[src/rtl/coproc_pkg.sv]
// coproc_pkg: opcodes, instruction field positions and decoder FSM encoding shared by the coprocessor.
package coproc_pkg;
    localparam logic [3:0] OP_LOAD  = 4'b0001;
    localparam logic [3:0] OP_STORE = 4'b0010;
    localparam logic [3:0] OP_SUM   = 4'b0011;
    localparam int OP_LSB   = 0;
    localparam int COL_LSB  = 4;
    localparam int ROW_LSB  = 7;
    localparam int SEL_LSB  = 10;
    localparam int DATA_LSB = 12;
    localparam int FLAG_LSB = 20;
    typedef enum logic [2:0] {
        S_IDLE, S_DECODE, S_WRITE, S_READ, S_EXEC, S_WAIT, S_FIN
    } state_t;
endpackage

[src/rtl/edge_detect.sv]
// edge_detect: registered rising-edge pulse; history resets high so a level held through reset is not an edge.
module edge_detect (
    input  logic clk,
    input  logic rst,
    input  logic d,
    output logic rise
);
    logic prev;
    always_ff @(posedge clk or posedge rst)
        if (rst) begin
            prev <= 1'b1;
            rise <= 1'b0;
        end else begin
            prev <= d;
            rise <= d & ~prev;
        end
endmodule

[src/rtl/instr_decoder.sv]
// instr_decoder: button-launched instruction sequencer driving matrix memory and ALU.
// Define INSTR_DECODER_ERR_EN to make illegal opcodes raise a sticky err.
module instr_decoder
    import coproc_pkg::*;
#(
    parameter int INSTR_W = 22,
    parameter int DATA_W  = 8,
    parameter int IDX_W   = 3
) (
    input  logic               clk,
    input  logic               rst,
    input  logic [INSTR_W-1:0] instr_in,
    input  logic               start,
    output logic               mem_we,
    output logic [1:0]         mem_sel,
    output logic [IDX_W-1:0]   mem_row,
    output logic [IDX_W-1:0]   mem_col,
    output logic [DATA_W-1:0]  mem_wdata,
    input  logic [DATA_W-1:0]  mem_rdata,
    output logic               alu_start,
    output logic [3:0]         alu_op,
    output logic [1:0]         alu_flags,
    input  logic               alu_done,
    output logic [DATA_W-1:0]  result,
    output logic               busy,
    output logic               done,
    output logic               err
);
    state_t state;
    logic [INSTR_W-1:0] ir;
    logic rise, rd_ph;
`ifdef INSTR_DECODER_ERR_EN
    logic err_q;
    assign err = err_q;
`else
    assign err = 1'b0;
`endif

    edge_detect u_edge (.clk(clk), .rst(rst), .d(start), .rise(rise));

    // Address, data and opcode come straight from the latched word, so they hold until the next accept.
    assign mem_sel   = ir[SEL_LSB +: 2];
    assign mem_row   = ir[ROW_LSB +: IDX_W];
    assign mem_col   = ir[COL_LSB +: IDX_W];
    assign mem_wdata = ir[DATA_LSB +: DATA_W];
    assign alu_op    = ir[OP_LSB +: 4];
    assign alu_flags = ir[FLAG_LSB +: 2];

    always_ff @(posedge clk or posedge rst)
        if (rst) begin
            state     <= S_IDLE;
            ir        <= '0;
            rd_ph     <= 1'b0;
            mem_we    <= 1'b0;
            alu_start <= 1'b0;
            done      <= 1'b0;
            busy      <= 1'b0;
            result    <= '0;
`ifdef INSTR_DECODER_ERR_EN
            err_q     <= 1'b0;
`endif
        end else begin
            mem_we    <= 1'b0;
            alu_start <= 1'b0;
            done      <= 1'b0;
            case (state)
                S_IDLE: if (rise) begin
                    ir    <= instr_in;
                    state <= S_DECODE;
                    busy  <= 1'b1;
`ifdef INSTR_DECODER_ERR_EN
                    err_q <= 1'b0;
`endif
                end
                S_DECODE: begin
                    rd_ph <= 1'b0;
                    case (ir[OP_LSB +: 4])
                        OP_STORE: begin state <= S_WRITE; mem_we <= 1'b1; end
                        OP_LOAD:  state <= S_READ;
                        OP_SUM:   begin state <= S_EXEC; alu_start <= 1'b1; end
                        default: begin
                            state <= S_FIN;
                            done  <= 1'b1;
`ifdef INSTR_DECODER_ERR_EN
                            err_q <= 1'b1;
`endif
                        end
                    endcase
                end
                S_WRITE: begin state <= S_FIN; done <= 1'b1; end
                // First READ cycle lets the memory see the address; the second captures its data.
                S_READ: begin
                    rd_ph <= 1'b1;
                    if (rd_ph) begin
                        result <= mem_rdata;
                        state  <= S_FIN;
                        done   <= 1'b1;
                    end
                end
                S_EXEC: state <= S_WAIT;
                S_WAIT: if (alu_done) begin state <= S_FIN; done <= 1'b1; end
                S_FIN: begin state <= S_IDLE; busy <= 1'b0; end
                default: begin state <= S_IDLE; busy <= 1'b0; end
            endcase
        end
endmodule

[config.mk]
export PLATFORM = sky130hd
export DESIGN_NAME = instr_decoder
export DESIGN_NICKNAME = d
export VERILOG_FILES = /design/src/rtl/coproc_pkg.sv /design/src/rtl/edge_detect.sv /design/src/rtl/instr_decoder.sv
export SDC_FILE = /design/constraint.sdc
export NUM_CORES = 1
export LEC_CHECK = 0
export ABC_AREA = 1
export CAP_MARGIN = 0
export CORE_ASPECT_RATIO = 1.75
export CORE_MARGIN = 10
export CORE_UTILIZATION = 35
export DETAILED_ROUTE_END_ITERATION = 16
export PLACE_DENSITY_LB_ADDON = 0.08
export SYNTH_ARGS = -nofsm -noshare
export SYNTH_HDL_FRONTEND = slang
export SYNTH_SLANG_ARGS = --single-unit
[constraint.sdc]
create_clock -name clk -period 3 [get_ports clk]
set_clock_uncertainty 0.1 [all_clocks]
set_input_delay 0.6 -clock clk [delete_from_list [all_inputs] [get_ports clk]]
set_output_delay 0.6 -clock clk [all_outputs]
set_load 0.1 [all_outputs]
After elaboration in Yosys (flattened, before gate mapping)
Cells that the tools add are included.
- input bits: 34
- output and inout bits: 35
- word-level logic and storage cells: 48
- register bits: 40
- muxes and demuxes: 16
- reduce and logical (&&, ||, !) cells: 8
- equal/unequal tests: 11
- bitwise gates (word level): 3
- operator list (kind ; count):
    one-hot mux 3 bit (6 select lines) ; 1
    2-to-1 mux 3 bit ; 3
    one-hot mux 3 bit (3 select lines) ; 1
    equality test 4 x 2 -> 1 bit, second input constant ; 2
    2-to-1 mux 1 bit ; 8
    equality test 3 x 2 -> 1 bit, second input constant ; 2
    equality test 3 bit, second input constant ; 2
    AND reduction 2 bit ; 3
    OR reduction 5 bit ; 1
    equality test 4 x 1 -> 1 bit, second input constant ; 1
    != test 2 bit, second input constant ; 2
    one-hot mux 1 bit (2 select lines) ; 2
    one-hot mux 1 bit (4 select lines) ; 1
    equality test 3 x 1 -> 1 bit, second input constant ; 1
    logical NOT 3 bit ; 1
    AND reduction 3 bit ; 1
    OR reduction 3 bit ; 1
    != test 2 x 1 -> 1 bit, second input constant ; 1
    NOT 1 bit ; 2
    nonzero test 2 bit ; 1
    AND 1 bit ; 1

Depth between registers and ports, before layout
- depth in word-level cells: 4
- depth in mapped cells: 8
- depth with buffers taken out: 8

Cells and area by module
From an unflattened synthesis, not the netlist that was laid out.
- cells, all modules: 195
- area total of the unflattened synthesis: 1818.0 µm²
- modules (own cells, without submodules) (module ; instances ; cells an instance ; area each (µm²) ; sequential area each (µm²)):
    instr_decoder ; 1 ; 190 ; 1752.9 ; 950.9
    edge_detect ; 1 ; 5 ; 65.1 ; 51.3

Least setup slack after synthesis
No wires, ideal clock.
- kind: reg2reg
- from: register ir[0]
- to: register state[2]
- clock period less this slack: 1.737 ns
- setup time: 0.116 ns
- path buffers: 0
- data arrival time: 1.520 ns
- required time: 2.784 ns
- setup slack: 1.263 ns
- cell stages (with the launch flop): 8
- cell sequence: dfrtp_1 -> inv_1 -> nor2_1 -> nand2_1 -> nand3_1 -> nand2_1 -> nand2_1 -> nand2_1
- cells in the longest elaborated chain, start to end: 3
- elaborated cells on any way between the ends: 5
- classes of those cells: eq/ne: 3; mux: 2
- ends and longest elaborated chain (element ; RTL line ; text):
    start: declaration ; instr_decoder.sv:30 ; logic [INSTR_W-1:0] ir;
    start signal: assignment ; instr_decoder.sv:68 ; ir <= instr_in;
    equality test 4 x 2 -> 1 bit / equality test 4 x 1 -> 1 bit (equally long branches) ; instr_decoder.sv:77 ; case (ir[OP_LSB +: 4])
    one-hot mux 3 bit (3 select lines) * ; instr_decoder.sv:77 ;
    one-hot mux 3 bit (6 select lines) * ; instr_decoder.sv:66 ; case (state)
    end signal: assignment ; instr_decoder.sv:69 ; state <= S_DECODE;
    end signal: assignment ; instr_decoder.sv:78 ; OP_STORE: begin state <= S_WRITE; mem_we <= 1'b1; end
    end signal: assignment ; instr_decoder.sv:79 ; OP_LOAD: state <= S_READ;
    end: declaration ; instr_decoder.sv:29 ; state_t state;
Mark *: on every way between the ends. The rest lies on a longest branch, timed or not.
A chain may end at the register's enable or synchronous reset.

Worst setup path in the final report
- from: register ir[0]
- to: output alu_op[0]
- RTL lines (element ; RTL line ; text):
    end: declaration ; instr_decoder.sv:21 ; output logic [3:0] alu_op,
No word-level cell between the ends.

==> reports/qor.txt <==
multiplexer fraction of the synthesized cell area -> 0%
top library cells by usage in the layout, fill and taps aside -> 46 x sky130_fd_sc_hd__nand2_1, 39 x sky130_fd_sc_hd__dfrtp_1, 36 x sky130_fd_sc_hd__inv_1
Starting DRT DRC Count -> 38
crit path max fanout -> 4
Layout area overhead -> 37.4%
Hold Path Class -> reg2reg
CTS Hold Buffers Added -> 0
number of clock sinks seen by CTS -> 40
largest family of logic cells by synthesized area -> simple AND/OR/NAND/NOR gates
starting density of the core -> 36.4%
part of the Yosys area used for sequential elements -> 55.3%
final layout net count -> 297
Worst Setup Start Kind -> flip-flop
final setup violation count -> 0
Mapped Avg Cell Area -> 9.34 µm²
fill cell total of the finished layout -> 493
cell at the root of the clock tree -> sky130_fd_sc_hd__clkbuf_8
Clock Latency Late Sink -> 280 ps
floorplan core area -> 0.00498 mm²
DRC violation count after routing -> 0
crit path time final -> 1700 ps
number of global-route vias before repair -> 1468
count of warnings emitted by yosys -> 0
Critical path origin -> ir[0]
Data required, critical path -> 2300 ps
All-Layer GR Usage -> 9.90%
# Post-CTS Setup Buffers -> 0
fraction of the cycle the final worst path needs -> 56.8%
number of buffers and inverters on the critical path -> 1
unrepaired setup endpoints after global routing -> false
Worst Path Arrival -> 1000 ps
synthesized-area fraction occupied by adder cells -> 0%
H-Tree Level Count -> 2
simple-gate share of the synthesized area -> 18.7%
Worst path slowest cell -> sky130_fd_sc_hd__dfrtp_1
buffer depth of the longest clock path -> 2
most common cell after layout, fill and taps aside -> sky130_fd_sc_hd__nand2_1
DRT Wirelength -> 4040 µm
number of distinct library cells after synthesis -> 21
Synth area leader -> sky130_fd_sc_hd__dfrtp_1
wire length per cell -> 12.8 µm
Syn Nets -> 228
initial antenna violation count -> 0
Die W -> 74.4 µm
total count of max-transition violations in the final report -> 0
IO Count -> 69
origin of the worst min-delay path -> ir[9]
xor/xnor share of the synthesized area -> 0%
number of placement rows -> 34
die area -> 0.00857 mm²
cell breakdown of the critical path -> buf_4
total number of vias -> 1385
maximum clock rate -> 587 MHz
Worst Path Class, Setup -> reg2out
first-pass GRT wire length -> 6820 µm
Slew @ Worst Pin -> 562 ps
#FFs+latches synth -> 40
Antenna Cells -> 0
count of input and output buffers -> 67
largest net degree at the start of global routing -> 46
number of buffers created by CTS -> 5
dominant cells by area after synthesis -> sky130_fd_sc_hd__dfrtp_1 54%, sky130_fd_sc_hd__o21ai_2 9.7%, sky130_fd_sc_hd__nand2_1 9.5%
remaining antenna violation count after routing -> 0
1st-pass router iterations -> 4
total negative setup slack -> 0 ps
clock tree from TritonCTS -> yes
global placement routability congestion -> 0.791
launch point of the worst reg-to-reg path -> state[0]
Worst slew margin -> 62.5%
number of cells upsized or downsized after cts -> 0
kind of cell adding the most delay to the critical path -> flip-flops
synthesized instance count -> 194
clock transition at the registers of the reported paths -> 70 ps
Detailed Place HPWL -> 3260 µm
die height -> 115 µm
share of layout cells above drive strength 1 -> 28.5%
compound-gate portion of the synthesized area -> 14.0%
longest individual stage delay on the worst path -> 400 ps
Remaining Overflow, GRT -> 0
via density per instance -> 4.37
result of the run -> finished clean
total count of hold-check failures in the final report -> 0
Critical Path End Type -> output port
top-area cell type share of the netlist area -> 53.9%
number of maximum-capacitance violations -> 0
cell area after synthesis -> 0.00181 mm²
## registers in the layout, summed over array words and instances, names as in the netlist
signal	cells
mem_we	1
done	1
busy	1
result	8
ir	22
alu_start	1
rd_ph	1
u_edge.rise	1
state	3
u_edge.prev	1
## metal layers
metal  part of all wire, %  vias up  GRT usage, %
li1                      -      720             -
met1                    41      609          11.1
met2                    48       52          16.0
met5                     0        -             0
met4                   1.1        0          3.68
met3                   9.0        4          4.31
## worst paths after layout
check                              end  slack [ps]  cells past startpoint
max                          alu_op[0]        1300                      1
min                              ir[9]         380                      2
max reg2reg                      ir[1]        1310                      4
min reg2reg                      ir[9]         380                      2
max in group asynchronous  u_edge.prev        1640                      3
min in group asynchronous       ir[21]         450                      2
## cells in the mapped netlist, drive strengths merged
| library cell | number |
|---|---|
| conb | 1 |
| inv | 40 |
| o21ai | 31 |
| nor2 | 15 |
| a21oi | 3 |
| nand2 | 48 |
| dfstp | 1 |
| nand4 | 2 |
| nand3b | 1 |
| dfrtp | 39 |
| nand3 | 7 |
| buf | 6 |
## cell type report
type	instances	area, µm²	area share (%)
clock buffers	5	68.8	2.76
repair buffers	68	593	23.8
well taps	54	67.6	2.71
flip-flops and latches	40	1000	40.3
multi-input cells	108	596	23.9
clock inverters	2	12.5	0.503
inverters	40	150	6.03
## cell families (layout without fill, tap and decap cells)
logic type | after synthesis | in the layout
buffers and inverters | 46 | 115
other | 1 | 1
DFF | 40 | 40
and+or+nand+nor | 73 | 73
AOI/OAI and AO/OA | 34 | 34
## metrics by stage
stage          utilization (%)  cells  cell area (µm²)  setup slack [ps]  hold WS [ps]
2_1_floorplan                -    194             1810              1260           357
3_3_place_gp              48.4    310             2410              1290           366
3_5_place_dp              48.4    310             2410              1280           369
4_1_cts                   50.0    317             2490              1270           389
5_1_grt                   50.0    317             2490              1160           414
6_report                  50.0    317             2490              1300           384
Power is not shown: default switching activity piles up to over one toggle a cycle in this logic, so the estimate is an artifact.
